**src/rtl/tile_mem_arbiter.sv**
```systemverilog
// Tile-map RAM arbiter: fixed scanout read slot every tile, handshake writes in free cycles,
// and an optional full-map clear engine built when TILE_CLEAR_EN is defined.
module tile_mem_arbiter #(
   parameter int TILES_X    = 40,
   parameter int TILES_Y    = 30,
   parameter int TILE_SHIFT = 4,
   parameter int ADDR_W     = 11,
   parameter int DATA_W     = 2
) (
   input  logic              VGA_clk,
   input  logic              rst_n,
   input  logic [9:0]        x_pos,
   input  logic [9:0]        y_pos,
   input  logic              wr_req,
   input  logic [ADDR_W-1:0] wr_addr,
   input  logic [DATA_W-1:0] wr_data,
   output logic              wr_ack,
   input  logic              clr_req,
   output logic              clr_busy,
   output logic              mem_en,
   output logic              mem_we,
   output logic [ADDR_W-1:0] mem_addr,
   output logic [DATA_W-1:0] mem_wdata,
   input  logic [DATA_W-1:0] mem_rdata,
   output logic [DATA_W-1:0] tile_q,
   output logic              frame_tick
);

   localparam int ACTIVE_W = TILES_X << TILE_SHIFT;
   localparam int ACTIVE_H = TILES_Y << TILE_SHIFT;
   localparam logic [ADDR_W-1:0] LAST_TILE = ADDR_W'(TILES_X * TILES_Y - 1);

   typedef enum logic [1:0] {WR_IDLE, WR_PEND, WR_ACK} wr_state_t;

   wr_state_t         wr_state, wr_state_nxt;
   logic [ADDR_W-1:0] wr_addr_q;
   logic [DATA_W-1:0] wr_data_q;
   logic [ADDR_W-1:0] scan_addr;
   logic [ADDR_W-1:0] clr_cnt;
   logic              scan_slot;
   logic              scan_d;
   logic              wr_take;
   logic              wr_in_range;

   assign scan_slot = (x_pos[TILE_SHIFT-1:0] == '0) &&
                      (x_pos < 10'(ACTIVE_W)) && (y_pos < 10'(ACTIVE_H));
   assign scan_addr = ADDR_W'(32'(y_pos >> TILE_SHIFT) * 32'(TILES_X) +
                              32'(x_pos >> TILE_SHIFT));

   // A new write is not accepted while a clear sweep owns the map.
   assign wr_take     = (wr_state == WR_IDLE) && wr_req && !clr_busy;
   assign wr_in_range = (wr_addr_q <= LAST_TILE);

   // NOTE: sequential state uses non-blocking assignments so every register samples
   // the pre-edge values regardless of process evaluation order.
   always_ff @(posedge VGA_clk or negedge rst_n) begin
      if (!rst_n) wr_state <= WR_IDLE;
      else        wr_state <= wr_state_nxt;
   end

   // NOTE: every combinational output gets a default first, so no path through the
   // process leaves a signal unassigned and no latch is inferred.
   always_comb begin
      wr_state_nxt = wr_state;
      case (wr_state)
         WR_IDLE: if (wr_take)    wr_state_nxt = WR_PEND;
         WR_PEND: if (!scan_slot) wr_state_nxt = WR_ACK;
         WR_ACK:  if (!wr_req)    wr_state_nxt = WR_IDLE;
         default:                 wr_state_nxt = WR_IDLE;
      endcase
   end

   // Port mux: scan read beats a pending write, which beats a clear write.
   always_comb begin
      wr_ack    = (wr_state == WR_ACK);
      mem_en    = 1'b0;
      mem_we    = 1'b0;
      mem_addr  = '0;
      mem_wdata = '0;
      if (scan_slot) begin
         mem_en   = 1'b1;
         mem_addr = scan_addr;
      end else if (wr_state == WR_PEND) begin
         mem_en    = wr_in_range;
         mem_we    = wr_in_range;
         mem_addr  = wr_addr_q;
         mem_wdata = wr_data_q;
      end else if (clr_busy) begin
         mem_en   = 1'b1;
         mem_we   = 1'b1;
         mem_addr = clr_cnt;
      end
   end

   always_ff @(posedge VGA_clk or negedge rst_n) begin
      if (!rst_n) begin
         wr_addr_q  <= '0;
         wr_data_q  <= '0;
         scan_d     <= 1'b0;
         tile_q     <= '0;
         frame_tick <= 1'b0;
      end else begin
         if (wr_take) begin
            wr_addr_q <= wr_addr;
            wr_data_q <= wr_data;
         end
         // Read data returns the cycle after the slot; load it at the end of that cycle.
         scan_d <= scan_slot;
         if (scan_d) tile_q <= mem_rdata;
         frame_tick <= (x_pos == 10'd0) && (y_pos == 10'(ACTIVE_H));
      end
   end

`ifdef TILE_CLEAR_EN
   logic clr_hold;
   logic clr_start;
   logic clr_fire;

   // A request seen while a write is in flight is parked until the FSM is idle again.
   assign clr_start = !clr_busy && (wr_state == WR_IDLE) && (clr_req || clr_hold);
   assign clr_fire  = clr_busy && !scan_slot && (wr_state != WR_PEND);

   always_ff @(posedge VGA_clk or negedge rst_n) begin
      if (!rst_n) begin
         clr_busy <= 1'b0;
         clr_hold <= 1'b0;
         clr_cnt  <= '0;
      end else begin
         if (clr_start) begin
            clr_busy <= 1'b1;
            clr_cnt  <= '0;
         end else if (clr_fire) begin
            clr_cnt <= clr_cnt + ADDR_W'(1);
            if (clr_cnt == LAST_TILE) clr_busy <= 1'b0;
         end
         clr_hold <= !clr_busy && (wr_state != WR_IDLE) && (clr_req || clr_hold);
      end
   end
`else
   logic clr_req_unused;

   assign clr_req_unused = clr_req;
   assign clr_busy       = 1'b0;
   assign clr_cnt        = '0;
`endif

endmodule

```
**config.mk**
```make
export PLATFORM = sky130hd
export DESIGN_NAME = tile_mem_arbiter
export DESIGN_NICKNAME = d
export VERILOG_FILES = /design/src/rtl/tile_mem_arbiter.sv
export SDC_FILE = /design/constraint.sdc
export NUM_CORES = 1
export LEC_CHECK = 0
export ABC_AREA = 1
export ABC_CLOCK_PERIOD_IN_PS = 12080
export CAP_MARGIN = 10
export CORE_ASPECT_RATIO = 0.5
export CORE_MARGIN = 3
export CORE_UTILIZATION = 33
export CTS_CLUSTER_SIZE = 10
export DETAILED_ROUTE_END_ITERATION = 6
export GPL_TIMING_DRIVEN = 0
export PLACE_DENSITY_LB_ADDON = 0.3
export SYNTH_ARGS = -nofsm -noshare
export SYNTH_HDL_FRONTEND = slang
export SYNTH_SLANG_ARGS = --single-unit
```
**constraint.sdc**
```tcl
create_clock -name VGA_clk -period 12.08 [get_ports VGA_clk]
set_clock_uncertainty 0.1 [all_clocks]
set_input_delay 3.624 -clock VGA_clk [delete_from_list [all_inputs] [get_ports VGA_clk]]
set_output_delay 3.624 -clock VGA_clk [all_outputs]
set_load 0.03 [all_outputs]
```
==> flow_results.org <==
** Floorplanning
- Die outline height :: just over 50 microns
- Floorplan die area :: about 5000 sq um
- Count of boundary I/O pins :: about 60
- The die is roughly 97 microns wide.
- Core Rows :: 15
- The core region is between 3000 and 4000 sq um.
- For this configuration, the core starts out at a cell density of a little under two fifths.

** GRT
- Number of antenna violations at the first check in global routing :: 0
- The total overflow left after global routing is 0.
- Largest net degree at the start of global routing :: 20
- The first global-routing pass estimated between 5 and 6 mm of wire.
- Vias in the first global route :: around 1200
- Across every metal layer, demand over resource in global routing totals approximately 14%.

** Synthesis
- Yosys printed 0 warnings.
- FF+latch count, synth :: 19
- Gate Count Post-Synth :: 170
- Synthesis produced a netlist with a net count of between 200 and 250.
- After synthesis, the mean cell area works out to 8.111 sq um.
- Cell area after technology mapping :: 1379 sq um
- For this run, the leading register cell type out of synthesis is sky130_fd_sc_hd__dfrtp_1.
- By instance count, the leading cell after synthesis is sky130_fd_sc_hd__nand2_1.
- After synthesis, the share of flip-flops with an asynchronous set or reset is 100.0%.
- Yosys cell types :: 30
- Library cell with the largest summed area after synthesis :: sky130_fd_sc_hd__dfrtp_1
- Biggest area contributors in the synthesized netlist :: sky130_fd_sc_hd__dfrtp_1 34%, sky130_fd_sc_hd__ha_1 10%, sky130_fd_sc_hd__nand2_1 9.3%, sky130_fd_sc_hd__mux2_2 7.4%, sky130_fd_sc_hd__nand3_1 6.5%
- Top cell type's share of synthesized area :: 34.48%
- After synthesis, the most frequently instantiated cells are 34 x sky130_fd_sc_hd__nand2_1, 19 x sky130_fd_sc_hd__dfrtp_1, 19 x sky130_fd_sc_hd__inv_1.
- Yosys mapped a number of flops with a built-in enable equal to 0.
- Of the synthesized area, sequential elements account for 34.48%.

** STA
- Peak Freq :: 0.09614 GHz
- The worst path needs roughly 10 ns of the cycle, external delays included.
- RSZ-0062 raised after global routing :: no
- For the pin with the worst max-slew slack, the measured transition is between 0.8 and 0.9 ns.
- Worst max-slew margin expressed relative to the limit :: approximately 44%
- The final count of pins violating max slew came to 0.
- Slack of the critical path :: between 1.5 and 2 ns
- Final number of hold-violating endpoints :: 0
- Worst slack on hold paths :: around 0.4 ns
- Post-route clock period utilization :: approximately 86%
- Setup violations remaining at the end of the flow were counted as 0.
- Setup TNS :: 0 ns

** Run status
- The run finished with clean final reports.

** CTS
- Postcts setup bufs :: 0
- Root buffer cell :: sky130_fd_sc_hd__clkbuf_8
- The longest clock path from root to sink contains 2 buffers.
- Skew-Pair Late Insertion Delay :: about 0.25 ns
- Total number of clock tree sinks :: 19
- Clock-pin slew was measured on the worst setup and hold paths at ~0.07 ns.
- The number of gates resized after CTS was 0.
- TritonCTS built the clock tree.
- Buffers inserted to repair hold after CTS numbered 0.
- CTS built an H-tree with a depth of 1.
- Total clock buffers created by CTS :: 3

** Setup path
- The critical path in this run is classified as primary input to primary output.
- At the worst endpoint, the arrival time is approximately 6.7 ns.
- Top fanout value on the critical path :: 4
- Crit path capture type :: primary output
- The worst setup path is launched from a primary input.
- For the worst setup path, the data required time is roughly 8.4 ns.

** Place
- The wire-length estimate of the detail-placed layout is between 2 and 3 mm.
- At the placement stage, the worst setup path has a slack of roughly 1.7 ns.
- The placed instances occupy a cell area of 2003 sq um.
- Final RePlAce weighted congestion :: 0.8364
- Port-buffer cells :: 56

** Min path
- Classification of the worst-slack hold path :: flop to flop

** Power and ir drop
- Of the total power, combinational logic draws between 50% and 60%.
- Portion of total power attributed to the clock network :: about 14%
- Internal power comes to 0.0001927 W.
- IR analysis of the VDD net gives a maximum drop of ~110 uV.
- The analysis attributes to net switching a power of between 0.0001 and 0.00015 W.
- Power spread over the standard cell area amounts to 159.9 nW/um^2.
- Switching power as a share of total power :: 41.17%
- Sequential cells account for around 31% of the total power.
- In this run the static leakage power is between 0.9 and 1 nW.

** Detailed routing
- For this run, the detailed router's first-pass iteration total came to 4.
- For this block, the via count after detailed routing is roughly 1300.
- For this block, the routed nets add up to roughly 3.5 mm of wire.
- Number of nets with antenna violations after detailed routing :: 0
- Number of remaining DRC errors :: 0
- Average wire per standard cell :: ~12 microns
- In the routed layout, each cell is associated on average with a via count of between 4 and 5.
- In this run, the number of DRC markers left after iteration 0 of detailed routing was 44.

** Final layout
- The area growth from synthesis to layout is 48.55%.
- Summing all non-filler instances in the final layout gives an area of 2048 sq um.
- Number of inserted filler cells in the final layout :: roughly 350
- The number of antenna diodes in the final layout is 0.
- Fraction of final layout cells sized beyond drive strength 1 :: 11.30%
- Layout Nets :: 283

** Flow run
- The tool flagged a number of max-cap violations equal to 0.
==> metal layers <==
metal | vias to the layer above | GRT usage, % | routed length (microns)
met4 | 0 | 2.759 | 23
met3 | 4 | 2.811 | 161
met1 | 571 | 18.29 | 1632
met2 | 30 | 24.94 | 1637
li1 | 676 | - | -
met5 | - | 0 | 0
==> area by class of cell <==
| type | count | area (sq um) | share of cell area [%] |
|---|---|---|---|
| Buffer | 4 | 28.78 | 1.405 |
| Clock buffer | 4 | 45.04 | 2.199 |
| Inverter | 20 | 80.08 | 3.910 |
| Multi-Input combinational cell | 127 | 794.5 | 38.79 |
| Sequential cell | 19 | 475.5 | 23.21 |
| Tap cell | 51 | 63.81 | 3.115 |
| Timing Repair Buffer | 56 | 560.5 | 27.37 |
==> per-stage QoR <==
stage / util [%] / cells / power [W]
after global placement: 53.91 / 277 / 0.0002808
after CTS: 55.12 / 281 / 0.0003306
after floorplan: - / 170 / 0.0002153
after global routing: 55.12 / 281 / 0.0003504
after detailed placement: 53.91 / 277 / 0.0002851
final: 55.12 / 281 / 0.0003275
==> cell families after synthesis <==
logic type,Yosys count,synth area share [%]
simple gates,82,26.59
buf+inv,24,7.895
compound gates,20,9.256
flops,19,34.48
fa+ha+maj,13,12.89
mux,9,7.350
xor+xnor,2,1.271
other cells,1,0.2720
==> cell usage in the layout (no fill, tap or decap), types with 3 or more instances in the layout <==
master	instances
sky130_fd_sc_hd__a21oi_1	8
sky130_fd_sc_hd__clkbuf_8	3
sky130_fd_sc_hd__clkdlybuf4s50_1	56
sky130_fd_sc_hd__dfrtp_1	19
sky130_fd_sc_hd__ha_1	11
sky130_fd_sc_hd__inv_1	19
sky130_fd_sc_hd__mux2_2	9
sky130_fd_sc_hd__nand2_1	34
sky130_fd_sc_hd__nand3_1	18
sky130_fd_sc_hd__nor2_1	18
sky130_fd_sc_hd__nor2_2	3
sky130_fd_sc_hd__o21ai_0	5
==> final timing paths <==
kind	slack [ns]	startpoint	cells after the start	endpoint
setup / recovery	1.68	y_pos[5]	12	mem_addr[10]
hold / removal	0.41	tile_q[1]	1	tile_q[1]
setup reg to reg	10.73	wr_state[0]	4	wr_addr_q[1]
hold reg to reg	0.41	tile_q[1]	1	tile_q[1]
max in group asynchronous	7.61	rst_n	1	wr_state[0]
min in group asynchronous	3.75	rst_n	1	wr_addr_q[6]
==> flip-flops by register name (all words and copies together) (netlist names) <==
signal,flops
wr_data_q,2
scan_d,1
frame_tick,1
wr_addr_q,11
wr_state,2
tile_q,2
==> power groups by stage <==
stage / registers (W) / clock network (W) / logic [W]
3_5_place_dp: 0.000104 / 0 / 0.000182
6_report: 0.000103 / 0.0000444 / 0.000180
2_1_floorplan: 0.000103 / 0 / 0.000112
3_3_place_gp: 0.000102 / 0 / 0.000178
4_1_cts: 0.000102 / 0.0000459 / 0.000182
5_1_grt: 0.000105 / 0.0000487 / 0.000197
==> worst max-delay path: stages <==
cell	delay [ns]
sky130_fd_sc_hd__clkdlybuf4s50_1	0.51
sky130_fd_sc_hd__ha_1	0.34
sky130_fd_sc_hd__ha_1	0.24
sky130_fd_sc_hd__fa_1	0.60
sky130_fd_sc_hd__nand2_1	0.08
sky130_fd_sc_hd__nand3b_1	0.20
sky130_fd_sc_hd__nor2_2	0.14
sky130_fd_sc_hd__nand2_1	0.07
sky130_fd_sc_hd__nand2_1	0.05
sky130_fd_sc_hd__nand3_1	0.09
sky130_fd_sc_hd__nand2_1	0.08
sky130_fd_sc_hd__clkdlybuf4s50_1	0.66
Note: power is estimated with default switching activity, not from simulation.
